## config.mk

```make
export PLATFORM = sky130hd
export DESIGN_NAME = mc_ctrl_fsm
export DESIGN_NICKNAME = d
export VERILOG_FILES = /design/src/rtl/mc_pkg.sv /design/src/rtl/mc_alu_dec.sv /design/src/rtl/mc_ctrl_fsm.sv
export SDC_FILE = /design/constraint.sdc
export NUM_CORES = 1
export LEC_CHECK = 0
export BUFFER_PORTS_ARGS = -buffer_cell sky130_fd_sc_hd__buf_2
export CAP_MARGIN = 40
export CORE_MARGIN = 10
export CORE_UTILIZATION = 37
export CTS_CLUSTER_SIZE = 28
export DETAILED_ROUTE_END_ITERATION = 7
export PLACE_DENSITY = 0.69
export SLEW_MARGIN = 15
export SYNTH_ARGS = -nofsm -noshare
export SYNTH_HDL_FRONTEND = slang
export SYNTH_SLANG_ARGS = --single-unit
```

## constraint.sdc

```tcl
create_clock -name clk -period 1.5 [get_ports clk]
set_input_delay 0.225 -clock clk [delete_from_list [all_inputs] [get_ports clk]]
set_output_delay 0.225 -clock clk [all_outputs]
set_load 0.05 [all_outputs]
```

## src/rtl/mc_pkg.sv

```systemverilog
// ---------------------------------------------------------------------------
// mc_pkg
// Shared definitions for the multicycle MIPS-subset control unit:
//   - state_t     : controller state encoding (also exported on state_o)
//   - OP_* / FUNCT_* : instruction field codes the controller decodes
//   - ALU_*       : 3-bit ALU operation codes driven on ALUControl[2:0]
//   - PCSRC_* / SRCB_* : datapath multiplexer select encodings
// ---------------------------------------------------------------------------
package mc_pkg;

    typedef enum logic [3:0] {
        ST_IDLE   = 4'd0,
        ST_FETCH  = 4'd1,
        ST_DECODE = 4'd2,
        ST_MEMADR = 4'd3,
        ST_MEMRD  = 4'd4,
        ST_MEMWB  = 4'd5,
        ST_MEMWR  = 4'd6,
        ST_EXEC   = 4'd7,
        ST_ALUWB  = 4'd8,
        ST_BRANCH = 4'd9,
        ST_ADDIEX = 4'd10,
        ST_ADDIWB = 4'd11,
        ST_JUMP   = 4'd12,
        ST_TRAP   = 4'd13
    } state_t;

    localparam logic [5:0] OP_RTYPE = 6'b000000;
    localparam logic [5:0] OP_LW    = 6'b100011;
    localparam logic [5:0] OP_SW    = 6'b101011;
    localparam logic [5:0] OP_BEQ   = 6'b000100;
    localparam logic [5:0] OP_ADDI  = 6'b001000;
    localparam logic [5:0] OP_J     = 6'b000010;

    localparam logic [5:0] FUNCT_ADD = 6'b100000;
    localparam logic [5:0] FUNCT_SUB = 6'b100010;
    localparam logic [5:0] FUNCT_AND = 6'b100100;
    localparam logic [5:0] FUNCT_OR  = 6'b100101;
    localparam logic [5:0] FUNCT_SLT = 6'b101010;

    localparam logic [2:0] ALU_ADD = 3'b010;
    localparam logic [2:0] ALU_SUB = 3'b110;
    localparam logic [2:0] ALU_AND = 3'b000;
    localparam logic [2:0] ALU_OR  = 3'b001;
    localparam logic [2:0] ALU_SLT = 3'b111;

    localparam logic [1:0] PCSRC_ALURES = 2'b00;
    localparam logic [1:0] PCSRC_ALUOUT = 2'b01;
    localparam logic [1:0] PCSRC_JUMP   = 2'b10;

    localparam logic [1:0] SRCB_REG   = 2'b00;
    localparam logic [1:0] SRCB_FOUR  = 2'b01;
    localparam logic [1:0] SRCB_IMM   = 2'b10;
    localparam logic [1:0] SRCB_IMMSH = 2'b11;

endpackage

```

## src/rtl/mc_alu_dec.sv

```systemverilog
// ---------------------------------------------------------------------------
// mc_alu_dec
// Combinational R-type function decoder.
//   funct_i       in  6  instr[5:0]
//   alu_ctrl_o    out 3  ALU operation for the decoded function
//   funct_valid_o out 1  function field is one the CPU implements
// Unknown functions decode to ALU_AND (all zero) with funct_valid_o low.
// ---------------------------------------------------------------------------
module mc_alu_dec
    import mc_pkg::*;
(
    input  logic [5:0] funct_i,
    output logic [2:0] alu_ctrl_o,
    output logic       funct_valid_o
);

    always_comb begin
        alu_ctrl_o    = ALU_AND;
        funct_valid_o = 1'b1;
        case (funct_i)
            FUNCT_ADD: alu_ctrl_o = ALU_ADD;
            FUNCT_SUB: alu_ctrl_o = ALU_SUB;
            FUNCT_AND: alu_ctrl_o = ALU_AND;
            FUNCT_OR:  alu_ctrl_o = ALU_OR;
            FUNCT_SLT: alu_ctrl_o = ALU_SLT;
            default:   funct_valid_o = 1'b0;
        endcase
    end

endmodule

```

## src/rtl/mc_ctrl_fsm.sv

```systemverilog
// ---------------------------------------------------------------------------
// mc_ctrl_fsm
// Multicycle control unit for the MIPS-subset CPU. Sequences the datapath
// through fetch/decode/execute/memory/writeback and drives its selects.
// Parameters:
//   ALUC_W        width of ALUControl (>=3, bits above 2 driven 0)
//   MEM_HANDSHAKE 1 = wait on mem_ready, 0 = memory always ready
// Ports:
//   clk, rst (async, active high), Op/Funct (instruction fields),
//   mem_ready (memory completes this cycle), mem_req, datapath controls,
//   PCSrc, ALUSrcB, ALUControl, illegal (sticky trap), state_o (debug).
// All outputs are Moore except IRWrite/PCWrite in FETCH, which are gated by
// the ready handshake so the PC and IR only load when the fetch completes.
// ---------------------------------------------------------------------------
module mc_ctrl_fsm
    import mc_pkg::*;
#(
    parameter int ALUC_W        = 3,
    parameter bit MEM_HANDSHAKE = 1'b1
) (
    input  logic              clk,
    input  logic              rst,
    input  logic [5:0]        Op,
    input  logic [5:0]        Funct,
    input  logic              mem_ready,
    output logic              mem_req,
    output logic              PCWrite,
    output logic              Branch,
    output logic              IRWrite,
    output logic              RegWrite,
    output logic              MemWrite,
    output logic              IorD,
    output logic              ALUSrcA,
    output logic              RegDst,
    output logic              MemtoReg,
    output logic [1:0]        PCSrc,
    output logic [1:0]        ALUSrcB,
    output logic [ALUC_W-1:0] ALUControl,
    output logic              illegal,
    output logic [3:0]        state_o
);

    state_t     state_q, state_d;
    logic       memReady;
    logic [2:0] functAluOp;
    logic       functValid;
    logic [2:0] aluOp;

    assign memReady = MEM_HANDSHAKE ? mem_ready : 1'b1;
    assign state_o  = state_q;

    mc_alu_dec u_alu_dec (
        .funct_i       (Funct),
        .alu_ctrl_o    (functAluOp),
        .funct_valid_o (functValid)
    );

    // State register; reset forces IDLE so every Moore output drops at once.
    always_ff @(posedge clk or posedge rst) begin
        if (rst) state_q <= ST_IDLE;
        else     state_q <= state_d;
    end

    // Next-state logic; request states hold until memory is ready, and TRAP
    // only leaves through reset.
    always_comb begin
        state_d = state_q;
        case (state_q)
            ST_IDLE:   state_d = ST_FETCH;
            ST_FETCH:  if (memReady) state_d = ST_DECODE;
            ST_DECODE: begin
                case (Op)
                    OP_LW, OP_SW: state_d = ST_MEMADR;
                    OP_RTYPE:     state_d = ST_EXEC;
                    OP_BEQ:       state_d = ST_BRANCH;
                    OP_ADDI:      state_d = ST_ADDIEX;
                    OP_J:         state_d = ST_JUMP;
                    default:      state_d = ST_TRAP;
                endcase
            end
            ST_MEMADR: state_d = (Op == OP_LW) ? ST_MEMRD : ST_MEMWR;
            ST_MEMRD:  if (memReady) state_d = ST_MEMWB;
            ST_MEMWB:  state_d = ST_FETCH;
            ST_MEMWR:  if (memReady) state_d = ST_FETCH;
            ST_EXEC:   state_d = functValid ? ST_ALUWB : ST_TRAP;
            ST_ALUWB:  state_d = ST_FETCH;
            ST_BRANCH: state_d = ST_FETCH;
            ST_ADDIEX: state_d = ST_ADDIWB;
            ST_ADDIWB: state_d = ST_FETCH;
            ST_JUMP:   state_d = ST_FETCH;
            ST_TRAP:   state_d = ST_TRAP;
            default:   state_d = ST_IDLE;
        endcase
    end

    // Output decode; everything defaults to 0 so only asserted controls are
    // listed per state.
    always_comb begin
        mem_req  = 1'b0;
        PCWrite  = 1'b0;
        Branch   = 1'b0;
        IRWrite  = 1'b0;
        RegWrite = 1'b0;
        MemWrite = 1'b0;
        IorD     = 1'b0;
        ALUSrcA  = 1'b0;
        RegDst   = 1'b0;
        MemtoReg = 1'b0;
        PCSrc    = PCSRC_ALURES;
        ALUSrcB  = SRCB_REG;
        aluOp    = ALU_AND;
        illegal  = 1'b0;
        case (state_q)
            ST_FETCH: begin
                mem_req = 1'b1;
                ALUSrcB = SRCB_FOUR;
                aluOp   = ALU_ADD;
                IRWrite = memReady;
                PCWrite = memReady;
            end
            ST_DECODE: begin
                ALUSrcB = SRCB_IMMSH;
                aluOp   = ALU_ADD;
            end
            ST_MEMADR: begin
                ALUSrcA = 1'b1;
                ALUSrcB = SRCB_IMM;
                aluOp   = ALU_ADD;
            end
            ST_MEMRD: begin
                mem_req = 1'b1;
                IorD    = 1'b1;
            end
            ST_MEMWB: begin
                RegWrite = 1'b1;
                MemtoReg = 1'b1;
            end
            ST_MEMWR: begin
                mem_req  = 1'b1;
                IorD     = 1'b1;
                MemWrite = 1'b1;
            end
            ST_EXEC: begin
                ALUSrcA = 1'b1;
                aluOp   = functAluOp;
            end
            ST_ALUWB: begin
                RegWrite = 1'b1;
                RegDst   = 1'b1;
            end
            ST_BRANCH: begin
                ALUSrcA = 1'b1;
                aluOp   = ALU_SUB;
                Branch  = 1'b1;
                PCSrc   = PCSRC_ALUOUT;
            end
            ST_ADDIEX: begin
                ALUSrcA = 1'b1;
                ALUSrcB = SRCB_IMM;
                aluOp   = ALU_ADD;
            end
            ST_ADDIWB: RegWrite = 1'b1;
            ST_JUMP: begin
                PCWrite = 1'b1;
                PCSrc   = PCSRC_JUMP;
            end
            ST_TRAP:  illegal = 1'b1;
            default: ;
        endcase
    end

    // Widen the 3-bit ALU code; any extra upper bits stay zero.
    always_comb begin
        ALUControl      = '0;
        ALUControl[2:0] = aluOp;
    end

endmodule

```

==> impl_metrics.ini, run 1 <==
[status]
status = stopped before the end
stop_stage = clock tree synthesis
error_line = [ERROR DPL-0033] detailed placement checks failed during check placement.

[yosys]
synth_flop_cell = dfrtp_1
netlist.top_cell.by_area = dfrtp_1
avgSynthCellArea_um2 = 6.87
synth_edf_count = 0
ys_seq_area_frac = 0.166
syn_inst = 88
synth_warnings = 0
ys_types = 37
ys_seq_elements = 4
synth_top_cells_by_area = dfrtp_1, a21oi_1, nor3_1
async_flop_share = 1.00
syn_nets = 103
syn_area_um2 = 604
netlist.area_leader.share = 0.166

[placement]
dpl_cell_area_mm2 = 0.00112
dpl.hpwl_um = 2150
io_buffers = 36
place_congestion = 0.954

[clock_network]
h-tree-depth = 1
clkSinkCount = 4
cts_resized = 67
post_cts_buffers = 15
hold_buffers = 1
numCtsBuffers = 3
cts-root-buf = clkbuf_4
cts_max_path_buffers = 2

[die]
pin_count = 37
die_y_um = 60.4
dieWidth_um = 60.4
rows = 14
initial_utilization = 0.397
[logic make-up after synthesis]
kind of cell           after synthesis  synth area share
buffers and inverters                9            0.0828
flip-flops                           4             0.166
AO/OA/AOI/OAI                       29             0.327
AND/OR/NAND/NOR                     44             0.395
XOR/XNOR                             2            0.0290
[Yosys cell counts (2+ instances only)]
master,n
a211oi_1,2
nand2b_1,3
a31oi_1,2
buf_2,4
nor2_2,2
nor2b_1,5
nand4_1,2
a21oi_1,8
nor4_1,2
nor3_1,8
and2b_1,2
o22ai_1,2
inv_1,3
dfrtp_1,4
o211ai_1,3
o21ai_1,2
nand2_1,6
nor2_1,7
o21ai_0,3
[metrics by stage]
stage                     hold slack (ps)  instances  setup WS, ps   util
after detailed placement              110        154         -77.3  0.735
after global placement                109        154         -15.7  0.735
after floorplan                     -8.87         88          -401      -
==> run 2: changes to the inputs <==
- CORE_AREA: unset -> 10 10 71 73
- CORE_MARGIN: 10 -> unset
- CORE_UTILIZATION: 37 -> unset
- CTS_CLUSTER_SIZE: 28 -> unset
- DIE_AREA: unset -> 0 0 81 83
- PLACE_DENSITY: 0.69 -> unset
- PLACE_DENSITY_LB_ADDON: unset -> 0.15
==> run 2 against run 1 <==
The flow now finishes, with violations (setup timing). Synthesized cell count did not move. Area after synthesis stayed put.
==> impl_metrics.ini, run 2 <==
[finish]
stdcell_area_mm2 = 0.00163
syn_to_final_growth_pct = 169
regArea_um2 = 105
final_util = 0.448
fill_cells = 376
multiInputGateArea_um2 = 688
final_cell_mix = buf_4, buf_6, buf_2
drive_gt1_frac = 0.745
diodes = 0
largest_register_ffs = 4
stdcell_count = 213
nets = 182
final_common_cell = buf_4

[clock_network]
cts_max_path_buffers = 2
cts_tree = built
clkTransAtPathRegs_ps = 30
numCtsBuffers = 3
clk_latency_ps = 220
h-tree-depth = 1
clkSinkCount = 4
cts-root-buf = clkbuf_8

[setup_path]
cp-end-kind = output port
start_kind = register
rr_worst_depth = 6
crit_required_ps = 1270
crit_type = register to output port
arrival_ps = 1420
crit_path_max_fanout = 5

[pwr]
ir_drop_mv = 0.737
power_leakage_nw = 0.709
power.density_mw_per_mm2 = 2430
total_power_mw = 3.95

[yosys]
netlist.top_cell.by_area = dfrtp_1
synth_edf_count = 0
synth_commonest_cells = a21oi_1, nor3_1, nor2_1
ys_seq_elements = 4
synth_flop_cell = dfrtp_1
synth_top_cells_by_area = dfrtp_1, a21oi_1, nor3_1
synth_warnings = 0
syn_nets = 103
ys_seq_area_frac = 0.166
ys_types = 37
async_flop_share = 1.00
netlist.area_leader.share = 0.166
syn_inst = 88
avgSynthCellArea_um2 = 6.87
syn_area_um2 = 604

[status]
violations = setup timing
status = finished, violations left

[die]
die_y_um = 83
coreArea_mm2 = 0.00363
initial_utilization = 0.166
pin_count = 37
fp.dieArea_mm2 = 0.00672
dieWidth_um = 81
rows = 22

[detailed_routing]
drt-total-wl_um = 3000
vias = 977
drcViolationCount = 0
postRouteAntennaNets = 0
drtIter0Drc = 34
first_pass_iters = 4
vias_per_cell = 4.59
wire_per_inst_um = 14.1

[placement]
io_buffers = 36
dpl_cell_area_mm2 = 0.00122
dp_slack_ps = -14.2
dpl.hpwl_um = 2410
dp_cells = 192
place_congestion = 0.736

[sta]
finalSetupTns_ps = -1160
setup_ws_ps = -147
rsz0062_at_grt = yes
drv_slew = 0
fin_crit_ps = 1650
finalHoldViolations = 0
setup_viol = 14
fin_skew_ps = 3.90
timing.fmax_mhz = 607
max_slew.worst_pin.slew_ps = 312
min_period_over_period = 1.10
holdWs_ps = 399
slew_headroom = 0.790

[grt]
antenna_found_initial = 0
grt_pass1_wl_um = 4710
grt_overflow_total = 0
grt_max_degree = 11
grt_usage = 0.0860
grt_pass1_vias = 972

[job]
max_cap_viol_count = 0

[worst_hold_path]
hold_path_depth = 3
min_path_type = input port to register
-- run 2: cell counts after synthesis --
Identical to the previous run, type by type.
-- run 2: layout make-up --
cell class | instances | area share
Timing Repair Buffer | 80 | 0.443
Multi-Input combinational cell | 75 | 0.423
Sequential cell | 4 | 0.0646
Tap cell | 48 | 0.0369
Clock buffer | 3 | 0.0254
Inverter | 3 | 0.00692
-- run 2: what timing repair did --
action | CTS | global route
endpoints found under the hold margin | 4 | 0
hold buffers | 1 | 0
resized for setup | 54 | 15
endpoints found under the setup margin | 18 | 20
pin swaps | 9 | 15
buffers inserted | 8 | 9
cloned | 0 | 0
-- run 2: logic make-up after synthesis --
group	count (synthesis)	share of synthesized area
xor gates and xnor gates	2	0.0290
and+or+nand+nor	44	0.395
AOI/OAI and AO/OA	29	0.327
buffers and inverters	9	0.0828
DFF	4	0.166
-- run 2: power breakdown --
group	internal (mW)	switching [mW]
Combinational	1.56	1.91
Clock	0.171	0.0545
Sequential	0.166	0.0908
-- run 2: critical path, stage by stage, from the launching register on --
cell      delay [ps]
dfrtp_2          430
and2b_2          250
nand2_2           80
o211ai_1         210
buf_4            230
-- run 2: worst paths after layout --
check,start,endpoint,slack [ps]
max,state_o[3]$_DFFE_PP0P_,ALUControl[1],-150
min,Op[4],state_o[2]$_DFFE_PP0P_,400
max reg2reg,state_o[0]$_DFFE_PP0P_,state_o[2]$_DFFE_PP0P_,50
min reg2reg,state_o[3]$_DFFE_PP0P_,state_o[1]$_DFFE_PP0P_,780
max in group asynchronous,rst,state_o[0]$_DFFE_PP0P_,870
min in group asynchronous,rst,state_o[1]$_DFFE_PP0P_,450
-- run 2: layer usage --
| layer | track usage | up-vias | routed length [um] |
|---|---|---|---|
| met2 | 0.135 | 28 | 1540 |
| li1 | - | 486 | - |
| met1 | 0.107 | 461 | 1240 |
| met5 | 0 | - | 0 |
| met4 | 0.0329 | 0 | 28 |
| met3 | 0.0226 | 2 | 186 |
Power figures use the tool's default switching activity.
